===== src/rtl/pipelined_addsub_if.sv =====
// Operand/result bundle for pipelined_addsub: upstream operand handshake plus
// downstream result handshake with flags. master = producer/consumer side, slave = the adder.
// Ports: in_valid/in_ready, a, b, sub, c_in (sat if PIPELINED_ADDSUB_SAT_EN), out_valid/out_ready, sum, c_out, overflow, zero.
interface pipelined_addsub_if #(
  parameter int WIDTH = 32
);
  logic             in_valid;
  logic             in_ready;
  logic [WIDTH-1:0] a;
  logic [WIDTH-1:0] b;
  logic             sub;
  logic             c_in;
`ifdef PIPELINED_ADDSUB_SAT_EN
  logic             sat;
`endif
  logic             out_valid;
  logic             out_ready;
  logic [WIDTH-1:0] sum;
  logic             c_out;
  logic             overflow;
  logic             zero;

`ifdef PIPELINED_ADDSUB_SAT_EN
  modport master (output in_valid, a, b, sub, c_in, sat, out_ready,
                  input  in_ready, out_valid, sum, c_out, overflow, zero);
  modport slave  (input  in_valid, a, b, sub, c_in, sat, out_ready,
                  output in_ready, out_valid, sum, c_out, overflow, zero);
`else
  modport master (output in_valid, a, b, sub, c_in, out_ready,
                  input  in_ready, out_valid, sum, c_out, overflow, zero);
  modport slave  (input  in_valid, a, b, sub, c_in, out_ready,
                  output in_ready, out_valid, sum, c_out, overflow, zero);
`endif
endinterface


===== src/rtl/pipelined_addsub.sv =====
// Pipelined adder/subtractor: WIDTH-bit ripple add split into STAGES chunks, carry registered between chunks.
// Latency STAGES cycles, one result per cycle; sum/c_out/overflow/zero registered together in the last stage.
// Backpressure: global stall, in_ready = !out_valid || out_ready; the whole pipe freezes while the output is held.
// Ports: clk, rst (synchronous, active-high), io (pipelined_addsub_if.slave).
// Optional: define PIPELINED_ADDSUB_SAT_EN to add the sat input (clamp sum on signed overflow).
module pipelined_addsub #(
  parameter int WIDTH  = 32,
  parameter int STAGES = 4
) (
  input  logic               clk,
  input  logic               rst,
  pipelined_addsub_if.slave  io
);

  localparam int CHUNK = (STAGES > 0) ? WIDTH / STAGES : 1;
  localparam int NP    = (STAGES > 1) ? STAGES - 1 : 1;
  localparam int MSB   = WIDTH - 1;

  if (WIDTH < 2 || STAGES < 1 || (WIDTH % STAGES) != 0) begin : g_bad_cfg
    $fatal(1, "pipelined_addsub: WIDTH must be >= 2 and an exact multiple of STAGES");
  end

  // One pipeline slot: operands travel whole (skew buffer), s fills in chunk by chunk,
  // cy is the carry out of the most recently completed chunk.
  typedef struct packed {
    logic             vld;
    logic             sat;
    logic             cy;
    logic [WIDTH-1:0] a;
    logic [WIDTH-1:0] b;
    logic [WIDTH-1:0] s;
  } stg_t;

  logic                advance;
  logic                accept;
  stg_t                in_st;
  stg_t [NP-1:0]       pipe_q;
  stg_t [STAGES-1:0]   stg_d;
  stg_t                fin;

  logic                out_vld_q;
  logic [WIDTH-1:0]    sum_q;
  logic                c_out_q;
  logic                ovf_q;
  logic                zero_q;

  logic [WIDTH-1:0]    sum_d;
  logic                ovf_raw;
  logic                unused_fin;

  assign advance     = !out_vld_q || io.out_ready;
  assign accept      = io.in_valid && advance;
  assign io.in_ready = advance;

  // Subtract is a + ~b + 1; c_in only matters in add mode.
  always_comb begin
    in_st     = '0;
    in_st.vld = accept;
    in_st.cy  = io.sub ? 1'b1 : io.c_in;
    in_st.a   = io.a;
    in_st.b   = io.sub ? ~io.b : io.b;
`ifdef PIPELINED_ADDSUB_SAT_EN
    in_st.sat = io.sat;
`endif
  end

  for (genvar k = 0; k < STAGES; k++) begin : g_stage
    stg_t           src;
    stg_t           nxt;
    logic [CHUNK:0] cy;

    if (k == 0) begin : g_first
      assign src = in_st;
    end else begin : g_rest
      assign src = pipe_q[k-1];
    end

    // Bit-level ripple across this stage's chunk only.
    always_comb begin
      nxt   = src;
      cy    = '0;
      cy[0] = src.cy;
      for (int i = 0; i < CHUNK; i++) begin
        nxt.s[k*CHUNK+i] = src.a[k*CHUNK+i] ^ src.b[k*CHUNK+i] ^ cy[i];
        cy[i+1]          = (src.a[k*CHUNK+i] & src.b[k*CHUNK+i]) |
                           (cy[i] & (src.a[k*CHUNK+i] ^ src.b[k*CHUNK+i]));
      end
      nxt.cy = cy[CHUNK];
    end

    assign stg_d[k] = nxt;
  end

  assign fin = stg_d[STAGES-1];

  // Flags on the raw result; clamping (if enabled) only changes what is stored as sum.
  always_comb begin
    ovf_raw = (fin.a[MSB] == fin.b[MSB]) && (fin.s[MSB] != fin.a[MSB]);
    sum_d   = fin.s;
`ifdef PIPELINED_ADDSUB_SAT_EN
    if (fin.sat && ovf_raw) begin
      // Both operands negative -> clamp to most negative, otherwise most positive.
      sum_d = fin.a[MSB] ? {1'b1, {(WIDTH-1){1'b0}}} : {1'b0, {(WIDTH-1){1'b1}}};
    end
`endif
  end

  // Consumed operand bits of the last slot (and sat when clamping is compiled out) have no reader.
  assign unused_fin = ^fin;

  always_ff @(posedge clk) begin
    if (rst) begin
      pipe_q    <= '0;
      out_vld_q <= 1'b0;
      sum_q     <= '0;
      c_out_q   <= 1'b0;
      ovf_q     <= 1'b0;
      zero_q    <= 1'b0;
    end else if (advance) begin
      for (int k = 0; k < STAGES - 1; k++) begin
        pipe_q[k] <= stg_d[k];
      end
      // Bubbles load zeros so don't-care slot data never shows on the outputs.
      out_vld_q <= fin.vld;
      sum_q     <= fin.vld ? sum_d : '0;
      c_out_q   <= fin.vld & fin.cy;
      ovf_q     <= fin.vld & ovf_raw;
      zero_q    <= fin.vld & ~|sum_d;
    end
  end

  assign io.out_valid = out_vld_q;
  assign io.sum       = sum_q;
  assign io.c_out     = c_out_q;
  assign io.overflow  = ovf_q;
  assign io.zero      = zero_q;

endmodule

===== src/flat_wrapper.sv =====
// flat-port wrapper written by rule: the top's interface ports become plain ports
module pipelined_addsub_flat 
#(
  parameter int WIDTH  = 32,
  parameter int STAGES = 4
)
  (clk, rst, io_in_valid, io_a, io_b, io_sub, io_c_in, io_out_ready, io_in_ready, io_out_valid, io_sum, io_c_out, io_overflow, io_zero);
  pipelined_addsub_if #(.WIDTH(WIDTH)) io_i ();
  input  logic clk;
  input  logic rst;
  input wire logic [$bits(io_i.in_valid)-1:0] io_in_valid;
  input wire logic [$bits(io_i.a)-1:0] io_a;
  input wire logic [$bits(io_i.b)-1:0] io_b;
  input wire logic [$bits(io_i.sub)-1:0] io_sub;
  input wire logic [$bits(io_i.c_in)-1:0] io_c_in;
  input wire logic [$bits(io_i.out_ready)-1:0] io_out_ready;
  output wire logic [$bits(io_i.in_ready)-1:0] io_in_ready;
  output wire logic [$bits(io_i.out_valid)-1:0] io_out_valid;
  output wire logic [$bits(io_i.sum)-1:0] io_sum;
  output wire logic [$bits(io_i.c_out)-1:0] io_c_out;
  output wire logic [$bits(io_i.overflow)-1:0] io_overflow;
  output wire logic [$bits(io_i.zero)-1:0] io_zero;
  assign io_i.in_valid = io_in_valid;
  assign io_i.a = io_a;
  assign io_i.b = io_b;
  assign io_i.sub = io_sub;
  assign io_i.c_in = io_c_in;
  assign io_i.out_ready = io_out_ready;
  assign io_in_ready = io_i.in_ready;
  assign io_out_valid = io_i.out_valid;
  assign io_sum = io_i.sum;
  assign io_c_out = io_i.c_out;
  assign io_overflow = io_i.overflow;
  assign io_zero = io_i.zero;
  pipelined_addsub #(.WIDTH(WIDTH), .STAGES(STAGES)) u_core (.clk(clk), .rst(rst), .io(io_i));
endmodule

===== config.mk =====
export PLATFORM = sky130hd
export DESIGN_NAME = pipelined_addsub_flat
export DESIGN_NICKNAME = d
export VERILOG_FILES = /design/src/rtl/pipelined_addsub_if.sv /design/src/rtl/pipelined_addsub.sv /design/src/flat_wrapper.sv
export SDC_FILE = /design/constraint.sdc
export NUM_CORES = 1
export LEC_CHECK = 0
export CAP_MARGIN = 30
export CORE_AREA = 3 3 124 126
export DETAILED_ROUTE_END_ITERATION = 6
export DIE_AREA = 0 0 127 129
export PLACE_DENSITY = 0.76
export REMOVE_ABC_BUFFERS = 1
export SETUP_SLACK_MARGIN = 0.05
export SYNTH_ARGS = -nofsm -noshare
export SYNTH_HDL_FRONTEND = slang
export SYNTH_SLANG_ARGS = --single-unit

===== constraint.sdc =====
create_clock -name clk -period 9.7 [get_ports clk]
set_input_delay 2.425 -clock clk [delete_from_list [all_inputs] [get_ports clk]]
set_output_delay 2.425 -clock clk [all_outputs]
set_load 0.03 [all_outputs]

# Word-level counts from Yosys, hierarchy flattened
# Cells that the tools add are included.
[classes]
bitwise = 164
eq_ne = 2
muxes = 3
reduce_logical = 6
[op_table]
columns = ["operator", "count"]
rows = [
  ["1-bit bitwise AND", 67],
  ["32-bit 2-to-1 mux", 2],
  ["1-bit bitwise XOR", 64],
  ["32-bit inverter", 1],
  ["1-bit bitwise OR", 32],
  ["32-bit OR reduction", 1],
  ["1-bit logical AND", 2],
  ["1-bit zero test", 2],
  ["1-bit equality test", 1],
  ["1-bit logical OR", 1],
  ["1-bit 2-to-1 mux", 1],
  ["1-bit inequality test", 1],
]
[totals]
inputBits = 70
elab_cells = 195
output_inout_bits = 37
reg_bits = 282

# Logic depth before layout (Yosys ltp)
[depth]
word_depth = 19
mapped_depth = 14
ltp_nobuf = 14

# Worst setup path after synthesis
# OpenSTA, ideal clock, no wires.
[synth_timing]
path_kind = "input -> register"
startpoint = "in io_sub"
endpoint = "reg u_core.pipe_q, in the netlist u_core.g_stage[1].nxt[7]"
t_arrival_ns = 6.120
n_path_buf = 2
required_ns = 9.568
path_slack_ns = 3.447
path_stages = 14
setup_time_ns = 0.132
cell_sequence = "buf_2 > buf_4 > xnor2_1 > fa_1 > fa_1 > fa_1 > fa_1 > fa_1 > fa_1 > fa_1 > inv_1 > fa_1 > nand2_1 > a21oi_1"
[synth_lines]
columns = ["item", "line_no", "source"]
rows = [
  ["from (decl)", "flat_wrapper.sv:14", "input wire logic [$bits(io_i.sub)-1:0] io_sub;"],
  ["to (signal, indexed assignment)", "pipelined_addsub.sv:121", "pipe_q[k] <= stg_d[k];"],
  ["to (decl)", "pipelined_addsub.sv:37", "stg_t [NP-1:0] pipe_q;"],
]

# Worst setup path after layout
[layout_timing]
startpoint = "in io_out_ready"
endpoint = "out io_in_ready"
[layout_between]
elab_chain_len = 1
[layout_rtl]
columns = ["item", "line_no", "source"]
rows = [
  ["from (decl)", "flat_wrapper.sv:16", "input wire logic [$bits(io_i.out_ready)-1:0] io_out_ready;"],
  ["1-bit logical OR", "pipelined_addsub.sv:51", "assign advance = !out_vld_q || io.out_ready;"],
  ["to (decl)", "flat_wrapper.sv:17", "output wire logic [$bits(io_i.in_ready)-1:0] io_in_ready;"],
]
# Every way passes these cells.

==> metrics.cfg <==
[outcome]
status=completed

[clock_network]
cts_buffers=17
postCtsSetupRepairBufs=0
htree_levels=4
cts_root_buf=clkbuf_16
cts_resized=0
clk_pin_slew_ns=0.06
cts_sinks=186
ctsHoldBuffers=0
cts_tree=yes
ctsLongestPathBuffers=2
clk_latency_ns=0.43

[timing]
worst_slew_pin_slew_ns=0.881
rsz0062_at_grt=no
min_period_over_period_pct=74.0
finalSetupTns_ns=0
hold_viol_final=0
slew_headroom_pct=41.2
drv_slew=0
min_period_ns=7.18
holdWs_ns=0.449
fmax_mhz=139
skew_ns=0.00739
timing.final.ws_setup_ns=2.52
setup_viol=0

[placed_design]
dp_worst_setup_slack_ns=2.52
gp_congestion=0.712
port_buffers=106
hpwl_mm=8.80

[power]
total_power_w=0.00172
ir_drop_uv=158
p_leak_nw=3.46
power_density_nw_per_um2=183

[route]
drc=0
dr.pass1.iters=4
ant_nets=0
wl_mm=14.5
num_vias=5813
viasPerCell=5.04
wire_per_inst_um=12.6
drt_iter0_drc=467

[global_route]
gr-total-overflow=0
grt_pass1_vias=5312
antenna_found_initial=0
grt_usage_pct=18.1
grt_pass1_wl_mm=24.4
grt_max_degree=114

[floorplanning]
ios=107
die_area_um2=16400
die_h_um=129
core_region_area_um2=14400
initial_core_util_pct=54.5
dieWidth_um=127
rows=44

[setup_path]
critPathArrivalTime_ns=4.75
reg2reg_depth=14
regToRegEndpoint=u_core.io.zero$_SDFFE_PP0N_
critPathCaptureType=output pin
cp_max_fo=93
critPathSlowestCell=clkdlybuf4s50_1
crit_top_cell=clkdlybuf4s50_1
timing.rr.start=u_core.g_stage[3].cy[0]$_SDFFE_PP0N_
rrSetupSlack_ns=4.51
path_cells=clkdlybuf4s50_1, nor2b_4, buf_4, inv_6, clkdlybuf4s50_1
cpPeakStageDelay_ns=0.80
start_kind=primary input
critical_path_class=primary input to output pin
cp.required_ns=7.28

[finish]
multi_input_area_um2=3560
layout.cells.most_common=nand2_1
fillers=1224
nets=1060
drive_gt1_share_pct=8.04
most-common-layout-cells=260 x nand2_1, 186 x dfxtp_1, 147 x a21oi_1
area_delta_synth_final_pct=19.7
antennaDiodeCount=0
regArea_um2=3720

[synthesis]
synth_top_cell_by_area=dfxtp_1
syn_area_per_cell_um2=8.78
synthCells=895
ys_types=28
ys_ff_latch=186
yosys.area.top_type_share_pct=47.4
ys_seq_area_share_pct=47.4
synth.area.top_cells=dfxtp_1 47%, nand2_1 12%, a21oi_1 9.4%
syn_area_um2=7860
yosysWarningCount=0

[worst_hold_path]
hold_path.class=flip-flop to flip-flop
whs_endpoint=u_core.io.sum[22]$_SDFFE_PP0N_
hp-start=u_core.io.sum[22]$_SDFFE_PP0N_
holdPathStages=2

[run]
drv_cap=0

where the power goes:
group	leakage (nW)	internal [W]	switching, W
Clock	0.308	0.000442	0.000284
Sequential	1.53	0.000810	0.0000257
Combinational	1.63	0.0000819	0.0000774
critical path, delay by kind of cell:
family	cells	cell delay, ns
buffers and inverters	4	2.21
and+or+nand+nor	1	0.04
flip-flops by register name, summed over array words and instances (netlist names):
signal and flops:
u_core.g_stage.nxt 106, u_core.io.overflow 1, u_core.io.out_valid 1, u_core.g_stage.cy 3, u_core.io.zero 1, u_core.fin 41, u_core.io.c_out 1, u_core.io.sum 32
worst max-delay path by stage:
stage	start	endpoint
after CTS	io_out_ready	io_in_ready
final	io_out_ready	io_in_ready
after global routing	io_out_ready	io_in_ready
after floorplan	io_out_ready	io_in_ready
after detailed placement	io_out_ready	io_in_ready
after global placement	io_out_ready	io_in_ready
final cells by class:
| class | instances | area share [%] |
|---|---|---|
| sequential | 186 | 39.6 |
| clock inverter | 13 | 1.85 |
| timing repair buffer | 113 | 11.8 |
| inverter | 40 | 1.65 |
| clock buffer | 19 | 4.82 |
| multi-input combinational | 599 | 37.9 |
| tap | 184 | 2.45 |
through the flow:
step	std cells	area (um2)	util, %
2_1_floorplan	825	7440	-
3_3_place_gp	1122	8780	60.9
3_5_place_dp	1122	8780	60.9
4_1_cts	1154	9410	65.2
5_1_grt	1154	9410	65.2
6_report	1154	9410	65.2
Yosys cell counts:
library cell / number
nand2_1: 260
nor2b_4: 1
o31ai_1: 1
inv_1: 39
xor2_1: 3
buf_1: 3
nor4_1: 4
and4_1: 1
a211oi_2: 35
nor4bb_1: 1
nand3_1: 27
a21oi_1: 147
xnor2_1: 30
buf_2: 16
clkbuf_1: 26
buf_6: 12
nor4b_1: 2
fa_1: 32
nand4_1: 1
dfxtp_1: 186
nand3b_1: 9
clkbuf_4: 2
nor2_1: 41
ha_1: 1
a211oi_1: 2
nand4b_1: 1
inv_4: 1
buf_4: 11
logic make-up after synthesis:
family / share of synthesized area [%]
buffers and inverters: 7.31
flip-flops: 47.4
AND/OR/NAND/NOR: 18.1
AO/OA/AOI/OAI: 15.2
adder cells (fa/ha/maj): 8.31
XOR/XNOR: 3.68
per-layer routing:
| layer | share of wire, % | up-vias | GRT usage, % | routed length, um |
|---|---|---|---|---|
| met5 | 0 | - | 0 | 0 |
| met4 | 1.2 | 0 | 5.87 | 180 |
| met3 | 3.1 | 13 | 4.07 | 456 |
| met2 | 48 | 93 | 28.9 | 6930 |
| met1 | 48 | 2698 | 24.8 | 6960 |
| li1 | - | 3009 | - | - |
No activity file was read; power rests on OpenSTA's default activity.
